`src/rtl/poly_sequencer.sv`:
```
// poly_sequencer
//   Self-sequencing controller for the shared 8-bit polynomial datapath.
//   Accepts one operand set (A, B, C, x) over a valid/ready handshake, loads
//   the datapath registers a/b/c/x one per cycle, then issues the Horner
//   micro-sequence
//     C1: a <- a*x   C2: a <- a+b   C3: a <- a*x   C4: r <- a+c
//   so that r = A*x^2 + B*x + C (mod 256). The datapath result is captured in
//   WB and offered on a second valid/ready handshake.
//
// Ports
//   clk, resetn                 clock (rising edge), async active-low reset
//   in_valid / in_ready         operand handshake (in_ready high only in IDLE)
//   in_a, in_b, in_c, in_x      operands, sampled on the accepting edge
//   out_valid / out_ready       result handshake
//   out_data                    result, stable while out_valid
//   busy                        load or compute in progress (LD_A..WB)
//   dp_data_in                  datapath data_in
//   dp_ld_a/b/c/x/r             datapath register load enables
//   dp_ld_alu_out               a/b/c/x load from ALU instead of data_in
//   dp_alu_select_a/b           ALU operand selects: 0=a, 1=b, 2=c, 3=x
//   dp_alu_op                   0=add, 1=multiply
//   dp_result                   datapath result register
module poly_sequencer #(
   parameter int unsigned DATA_W = 8
) (
   input  logic              clk,
   input  logic              resetn,
   input  logic              in_valid,
   output logic              in_ready,
   input  logic [DATA_W-1:0] in_a,
   input  logic [DATA_W-1:0] in_b,
   input  logic [DATA_W-1:0] in_c,
   input  logic [DATA_W-1:0] in_x,
   output logic              out_valid,
   input  logic              out_ready,
   output logic [DATA_W-1:0] out_data,
   output logic              busy,
   output logic [DATA_W-1:0] dp_data_in,
   output logic              dp_ld_a,
   output logic              dp_ld_b,
   output logic              dp_ld_c,
   output logic              dp_ld_x,
   output logic              dp_ld_r,
   output logic              dp_ld_alu_out,
   output logic [1:0]        dp_alu_select_a,
   output logic [1:0]        dp_alu_select_b,
   output logic              dp_alu_op,
   input  logic [DATA_W-1:0] dp_result
);

   typedef enum logic [3:0] {
      S_IDLE = 4'd0,
      S_LD_A = 4'd1,
      S_LD_B = 4'd2,
      S_LD_C = 4'd3,
      S_LD_X = 4'd4,
      S_C1   = 4'd5,
      S_C2   = 4'd6,
      S_C3   = 4'd7,
      S_C4   = 4'd8,
      S_WB   = 4'd9,
      S_DONE = 4'd10
   } state_t;

   localparam logic [1:0] SEL_A = 2'd0;
   localparam logic [1:0] SEL_B = 2'd1;
   localparam logic [1:0] SEL_C = 2'd2;
   localparam logic [1:0] SEL_X = 2'd3;
   localparam logic       OP_ADD = 1'b0;
   localparam logic       OP_MUL = 1'b1;

   state_t              state_q, state_d;
   logic [DATA_W-1:0]   a_q, a_d, b_q, b_d, c_q, c_d, x_q, x_d;
   logic [DATA_W-1:0]   res_q, res_d;

   logic [DATA_W-1:0]   data_in_q, data_in_d;
   logic                ld_a_q, ld_a_d, ld_b_q, ld_b_d;
   logic                ld_c_q, ld_c_d, ld_x_q, ld_x_d;
   logic                ld_r_q, ld_r_d, ld_alu_q, ld_alu_d;
   logic [1:0]          sel_a_q, sel_a_d, sel_b_q, sel_b_d;
   logic                op_q, op_d;
   logic                busy_q, busy_d;
   logic                in_ready_q, in_ready_d;
   logic                out_valid_q, out_valid_d;

   // Next state, operand capture and result capture.
   always_comb begin
      state_d = state_q;
      a_d     = a_q;
      b_d     = b_q;
      c_d     = c_q;
      x_d     = x_q;
      res_d   = res_q;
      case (state_q)
         S_IDLE: begin
            if (in_valid) begin
               state_d = S_LD_A;
               a_d     = in_a;
               b_d     = in_b;
               c_d     = in_c;
               x_d     = in_x;
            end
         end
         S_LD_A: state_d = S_LD_B;
         S_LD_B: state_d = S_LD_C;
         S_LD_C: state_d = S_LD_X;
         S_LD_X: state_d = S_C1;
         S_C1:   state_d = S_C2;
         S_C2:   state_d = S_C3;
         S_C3:   state_d = S_C4;
         S_C4:   state_d = S_WB;
         S_WB: begin
            state_d = S_DONE;
            res_d   = dp_result;
         end
         S_DONE: begin
            if (out_ready) state_d = S_IDLE;
         end
         default: state_d = S_IDLE;
      endcase
   end

   // Outputs are decoded from the NEXT state and registered, so each output
   // flop holds the value belonging to the state the FSM is currently in.
   // LD_A uses a_d so the operand is presented in the cycle right after the
   // accepting edge.
   always_comb begin
      data_in_d   = '0;
      ld_a_d      = 1'b0;
      ld_b_d      = 1'b0;
      ld_c_d      = 1'b0;
      ld_x_d      = 1'b0;
      ld_r_d      = 1'b0;
      ld_alu_d    = 1'b0;
      sel_a_d     = SEL_A;
      sel_b_d     = SEL_A;
      op_d        = OP_ADD;
      busy_d      = 1'b0;
      in_ready_d  = 1'b0;
      out_valid_d = 1'b0;
      case (state_d)
         S_IDLE: in_ready_d = 1'b1;
         S_LD_A: begin
            data_in_d = a_d;
            ld_a_d    = 1'b1;
            busy_d    = 1'b1;
         end
         S_LD_B: begin
            data_in_d = b_d;
            ld_b_d    = 1'b1;
            busy_d    = 1'b1;
         end
         S_LD_C: begin
            data_in_d = c_d;
            ld_c_d    = 1'b1;
            busy_d    = 1'b1;
         end
         S_LD_X: begin
            data_in_d = x_d;
            ld_x_d    = 1'b1;
            busy_d    = 1'b1;
         end
         S_C1, S_C3: begin
            sel_a_d  = SEL_A;
            sel_b_d  = SEL_X;
            op_d     = OP_MUL;
            ld_a_d   = 1'b1;
            ld_alu_d = 1'b1;
            busy_d   = 1'b1;
         end
         S_C2: begin
            sel_a_d  = SEL_A;
            sel_b_d  = SEL_B;
            op_d     = OP_ADD;
            ld_a_d   = 1'b1;
            ld_alu_d = 1'b1;
            busy_d   = 1'b1;
         end
         S_C4: begin
            sel_a_d = SEL_A;
            sel_b_d = SEL_C;
            op_d    = OP_ADD;
            ld_r_d  = 1'b1;
            busy_d  = 1'b1;
         end
         S_WB:   busy_d      = 1'b1;
         S_DONE: out_valid_d = 1'b1;
         default: ;
      endcase
   end

   always_ff @(posedge clk or negedge resetn) begin
      if (!resetn) begin
         state_q     <= S_IDLE;
         a_q         <= '0;
         b_q         <= '0;
         c_q         <= '0;
         x_q         <= '0;
         res_q       <= '0;
         data_in_q   <= '0;
         ld_a_q      <= 1'b0;
         ld_b_q      <= 1'b0;
         ld_c_q      <= 1'b0;
         ld_x_q      <= 1'b0;
         ld_r_q      <= 1'b0;
         ld_alu_q    <= 1'b0;
         sel_a_q     <= '0;
         sel_b_q     <= '0;
         op_q        <= 1'b0;
         busy_q      <= 1'b0;
         in_ready_q  <= 1'b1;
         out_valid_q <= 1'b0;
      end else begin
         state_q     <= state_d;
         a_q         <= a_d;
         b_q         <= b_d;
         c_q         <= c_d;
         x_q         <= x_d;
         res_q       <= res_d;
         data_in_q   <= data_in_d;
         ld_a_q      <= ld_a_d;
         ld_b_q      <= ld_b_d;
         ld_c_q      <= ld_c_d;
         ld_x_q      <= ld_x_d;
         ld_r_q      <= ld_r_d;
         ld_alu_q    <= ld_alu_d;
         sel_a_q     <= sel_a_d;
         sel_b_q     <= sel_b_d;
         op_q        <= op_d;
         busy_q      <= busy_d;
         in_ready_q  <= in_ready_d;
         out_valid_q <= out_valid_d;
      end
   end

   assign in_ready        = in_ready_q;
   assign out_valid       = out_valid_q;
   assign out_data        = res_q;
   assign busy            = busy_q;
   assign dp_data_in      = data_in_q;
   assign dp_ld_a         = ld_a_q;
   assign dp_ld_b         = ld_b_q;
   assign dp_ld_c         = ld_c_q;
   assign dp_ld_x         = ld_x_q;
   assign dp_ld_r         = ld_r_q;
   assign dp_ld_alu_out   = ld_alu_q;
   assign dp_alu_select_a = sel_a_q;
   assign dp_alu_select_b = sel_b_q;
   assign dp_alu_op       = op_q;

endmodule
```
`config.mk`:
```
export PLATFORM = sky130hd
export DESIGN_NAME = poly_sequencer
export DESIGN_NICKNAME = d
export VERILOG_FILES = /design/src/rtl/poly_sequencer.sv
export SDC_FILE = /design/constraint.sdc
export NUM_CORES = 1
export LEC_CHECK = 0
export CAP_MARGIN = 40
export CORE_ASPECT_RATIO = 0.5
export CORE_MARGIN = 1
export CORE_UTILIZATION = 41
export DETAILED_ROUTE_END_ITERATION = 10
export PLACE_DENSITY = 0.87
export SYNTH_ARGS = -nofsm -noshare
export SYNTH_HDL_FRONTEND = slang
export SYNTH_SLANG_ARGS = --single-unit
```
`constraint.sdc`:
```
create_clock -name clk -period 1.5 [get_ports clk]
set_input_delay 0.15 -clock clk [delete_from_list [all_inputs] [get_ports clk]]
set_output_delay 0.15 -clock clk [all_outputs]
set_load 0.01 [all_outputs]
```
==> results of run 1 <==
## metal layers
layer  global-route usage, %  vias to the layer above
met4                    8.68                        0
met3                    3.98                       10
li1                        -                      746
met1                    20.5                      786
met2                    31.0                       39
met5                       0                        -
## kinds of logic after synthesis
group	Yosys count	share of synthesized area [%]
compound gates	17	5.53
simple gates	37	8.35
mux	41	19.6
xor+xnor	2	0.759
buf+inv	14	4.88
other cells	1	0.162
flops	56	60.8
## sequential cells by signal, indices dropped and copies added, names as in the netlist, 2 cells and up
register         flops
dp_data_in           8
out_data             8
state_q              4
dp_alu_select_b      2
b_q                  8
x_q                  8
c_q                  8
## worst reg2reg max path, stage by stage (launching register included)
cell and delay, ns:
dfrtp_1 0.42, nor2_2 0.16, and3_4 0.24, buf_6 0.17
mux2_2 0.35
## report_power, final
group / internal [mW] / total (mW) / switching (mW)
logic: 1.61 / 2.76 / 1.15
registers: 2.18 / 2.49 / 0.311
clock network: 0.496 / 0.961 / 0.465
## stage by stage
| stage | hold slack (ns) | std cells | power (mW) | worst slack, ns |
|---|---|---|---|---|
| final | 0.358 | 321 | 6.22 | 0.0543 |
| after global routing | 0.408 | 321 | 6.59 | -0.00192 |
| after CTS | 0.363 | 321 | 6.23 | 0.0123 |
| after detailed placement | 0.173 | 312 | 5.22 | -0.0606 |
| after global placement | 0.163 | 312 | 5.09 | -0.0334 |
| after floorplan | -0.146 | 169 | 4.10 | 0.0741 |
## final cells by class
cell class | instances | area, um2 | share of cell area (%)
Sequential cell | 56 | 1400 | 42.9
Timing Repair Buffer | 88 | 862 | 26.4
Clock inverter | 2 | 35.0 | 1.07
Clock buffer | 6 | 72.6 | 2.22
Multi-Input combinational cell | 99 | 807 | 24.7
Tap cell | 70 | 87.6 | 2.68
## cells in the final DEF (no fill, tap or decap), drive strengths merged, types with 5 or more instances in the layout
cell type / count
a221o: 7
buf: 17
clkbuf: 6
clkdlybuf4s50: 69
dfrtp: 55
mux2: 33
mux2i: 8
nand2: 5
nor2: 16
## path summary, 6_finish.rpt
kind,cells after the start,start,end
worst max-delay path,4,state_q[2],c_q[1]
worst min-delay path,3,resetn,c_q[4]
worst max register to register,4,state_q[2],c_q[1]
worst min register to register,1,b_q[0],b_q[0]
max in group asynchronous,3,resetn,in_ready
min in group clk,2,in_b[3],b_q[3]
## timing repair
item	4_1_cts	5_1_grt
hold buffers	1	0
pin swaps	0	0
hold endpoints to repair	55	0
setup endpoints to repair	24	22
resized for setup	5	3
==> reports/metrics.cfg, run 1 <==
[synth]
synthTopCellsByCount=dfrtp_1, mux2_2, nor2_1
synth.most_common_cell=dfrtp_1
synth_edf_count=0
synth_area_leader_cell=dfrtp_1
syn_area_per_cell_um2=13.7
yosysSeqAreaShare_pct=60.8
synth-main-ff-cell=dfrtp_1
mappedNetlistArea_mm2=0.00231
synth_cell_types=29
synthCells=168
synth_top_area_share_pct=59.6
yosysWarnings=0
synth.area.top_cells=dfrtp_1, mux2_2, mux2i_1
synthArstFlopShare_pct=100
ys_ff_latch=56

[global_routing]
antenna_found_initial=0
grt_start_max_net_pins=57
grt_util_all_layers_pct=17.3
grt_overflow_total=0
grt_pass1_wl_um=7520
grt_pass1_vias=1592

[clock_tree]
clkTransAtPathRegs_ns=0.10
cts_tree=done
post_cts_buffers=0
cts_max_level=2
clock_path_buffers=2
cts_sinks=56
clk_latency_ns=0.31
numCtsBuffers=5
root_buffer=clkbuf_8

[sta]
hold_viol=0
timing.final.crit_share_pct=96.4
clock.fmax_mhz=692
tns_ns=0
final-setup-viol-count=0
maxSlewViolCount=0
finClkSkew_ns=0.00901
period_needed_ns=1.45

[power_and_ir_drop]
power_density_mw_per_mm2=1900
leakage_nw=1.42
ir_drop_uv=760

[worst_setup_path]
cp_num_buf_inv=1
crit_path_max_fanout=14
cp.required_ns=1.70
cp_slowest_cell=dfrtp_1
ff2ff_setup_slack_ns=0.05
path_delay_family=flip-flops
worstPathCellList=nor2_2 -> and3_4 -> buf_6 -> mux2_2
critical_path_class=reg -> reg
max_stage_delay_ns=0.42
crit_arrival_ns=1.65
worstSetupStartpointType=flip-flop
crit_path_end_kind=flip-flop

[final_layout]
final_cell_area_mm2=0.00327
drive_above_1_share_pct=25.5
synthToLayoutAreaGrowth_pct=41.5
utilization_pct=63.3
fillers=379
nets=294
diodes=0

[route]
m1WireLength_um=2030
viasPerCell=4.93
routed_wl_um=4780
drc=0
wl_per_cell_um=14.9
drt_iter0_drc=49
dr.pass1.iters=5
wl_met3_um=182
ant_nets=0
vias=1581
maxUsedRoutingLayer=met4
wl_met2_um=2500

[placement]
portBuffers=71
gp_congestion=0.789
dp_hpwl_um=3400
post_dp_cell_area_mm2=0.00313

[status]
outcome=complete, no violations

[floorplan]
design.core.area_mm2=0.00516
die_area_mm2=0.00595
fp-row-count=18
die_x_um=108
start_util_pct=44.8
die_y_um=55.1
io_pins=74

[job]
maxCapViolations=0

[min_path]
min_path_type=in -> async

Power figures use the tool's default switching activity.
==> run 2, diff against run 1 <==
- CORE_UTILIZATION: 41 -> 45
- PLACE_DENSITY: 0.87 -> 0.9
- clock period: 1.5 -> 1.4 ns (I/O delays scaled with it)
==> reports/metrics.cfg, run 2 (synthesis results as in run 1) <==
[clock_tree]
cts_max_level=2  ; unchanged
clkTransAtPathRegs_ns=0.09  ; was 0.10 ns
clk_latency_ns=0.31  ; about the same
numCtsBuffers=5  ; unchanged
cts_sinks=56  ; unchanged
root_buffer=clkbuf_8  ; unchanged
clock_path_buffers=2  ; unchanged
cts_tree=done  ; unchanged

[sta]
setup_ws_ns=-0.0801  ; was 0.0543 ns
clock.fmax_mhz=676  ; was 692 MHz
hold_viol=0  ; unchanged
final-setup-viol-count=38  ; was 0
period_needed_ns=1.48  ; was 1.45 ns
rsz0062_at_grt=yes
maxSlewViolCount=0  ; unchanged
timing.final.crit_share_pct=106  ; was 96.4%
finClkSkew_ns=0.00636  ; was 0.00901 ns

[placement]
gp_congestion=0.790  ; was 0.789
pre_cts_ws_ns=-0.127  ; was -0.0606 ns
dp_hpwl_um=3540  ; was 3400 um
portBuffers=71  ; unchanged

[floorplan]
design.core.area_mm2=0.00466  ; was 0.00516 mm2
die_y_um=52.6  ; was 55.1 um
die_x_um=103  ; was 108 um
start_util_pct=49.6  ; was 44.8%
die_area_mm2=0.00544  ; was 0.00595 mm2
io_pins=74  ; unchanged
fp-row-count=17  ; was 18

[worst_setup_path]
crit_path_max_fanout=8  ; was 14
crit_path_end_kind=flip-flop  ; unchanged
worstSetupStartpointType=flip-flop  ; unchanged
crit_arrival_ns=1.68  ; was 1.65 ns
cp.required_ns=1.60  ; was 1.70 ns
critical_path_class=reg -> reg  ; unchanged

[global_routing]
use_met2_pct=39.6  ; was 31.0%
antenna_found_initial=0  ; unchanged
met1_usage_pct=27.9  ; was 20.5%
grt_pass1_wl_um=9000  ; was 7520 um
grt_util_all_layers_pct=23.3  ; was 17.3%
grt_pass1_vias=1765  ; was 1,592
grt_start_max_net_pins=26  ; was 57
grt_overflow_total=0  ; unchanged
use_met3_pct=6.40  ; was 3.98%
grt.busiest_layer=met2  ; unchanged

[route]
ant_nets=0  ; unchanged
vias=1818  ; was 1,581
dr.pass1.iters=4  ; was 5
wl_per_cell_um=20.1  ; was 14.9 um
drt_iter0_drc=102  ; was 49
viasPerCell=5.56  ; was 4.93
routed_wl_um=6560  ; was 4780 um
drc=0  ; unchanged

[power_and_ir_drop]
leakage_nw=1.59  ; was 1.42 nW
ir_drop_uv=749  ; was 760 uV
power_density_mw_per_mm2=2110  ; was 1900 mW/mm2

[final_layout]
final_cell_mix=clkdlybuf4s50_1, dfrtp_1, mux2_4, buf_4, nor2_1  ; was clkdlybuf4s50_1, dfrtp_1, mux2_2, nor2_1, buf_4
final_common_cell=clkdlybuf4s50_1  ; unchanged
diodes=0  ; unchanged
utilization_pct=76.0  ; was 63.3%
drive_above_1_share_pct=31.8  ; was 25.5%
synthToLayoutAreaGrowth_pct=53.4  ; was 41.5%
nets=305  ; was 294

[status]
outcome=finished, violations left  ; was complete, no violations
violations=setup timing

[job]
maxCapViolations=0  ; unchanged

[min_path]
min_path_type=in -> async  ; unchanged

run 2: metal layers:
layer | share of wire, % | up-vias
met5 | 0 | -
met4 | 4.4 | 0
met3 | 7.4 | 32
met2 | 49 | 111
met1 | 39 | 904
li1 | - | 771
run 2: repair_timing:
| action | in CTS | in global routing |
|---|---|---|
| gates resized for setup | 10 | 31 |
| endpoints found under the hold margin | 10 | 0 |
| setup buffers | 5 | 2 |
| pin swaps | 3 | 7 |
| endpoints found under the setup margin | 39 | 42 |
| cloned | 2 | 1 |
| hold buffers | 1 | 0 |
run 2: area by class of cell:
type	instances	area, um2
Clock buffer	7	96.3
Multi-Input combinational cell	99	928
Sequential cell	56	1400
Timing Repair Buffer	99	1030
Fill cell	249	1120
Tap cell	66	82.6
run 2: worst paths after layout:
kind / from / end / slack, ns / cells after the start
max reg2reg: state_q[1] / x_q[2] / -0.08 / 4
max in group asynchronous: resetn / in_ready / 0.57 / 3
max: state_q[1] / x_q[2] / -0.08 / 4
min: resetn / dp_alu_select_b[0] / 0.26 / 2
min in group clk: in_b[4] / b_q[4] / 0.43 / 2
min reg2reg: out_data[7] / out_data[7] / 0.51 / 1
run 2: stage by stage:
stage / total power [mW] / area [um2] / hold WS, ns / setup TNS, ns / instances
finish: 7.49 / 3540 / 0.261 / -1.75 / 327
global route: 7.83 / 3540 / 0.292 / -3.45 / 327
CTS: 6.86 / 3380 / 0.266 / -0.830 / 325
detailed placement: 5.65 / 3160 / 0.0579 / -3.22 / 311
global placement: 5.48 / 3160 / 0.0531 / -2.24 / 311
floorplan: 4.40 / 2310 / -0.156 / -0.00644 / 169
run 2: power breakdown:
part           leakage, nW  switching [mW]  internal (mW)
Clock               0.0503           0.493          0.441
Sequential           0.694           0.402           2.34
Combinational        0.842            1.56           2.25
run 2: worst max-delay path: stages, from the launching register on:
cell     delay, ns
dfrtp_1       0.43
nor2_1        0.14
and3_4        0.30
buf_12        0.16
mux2_2        0.35
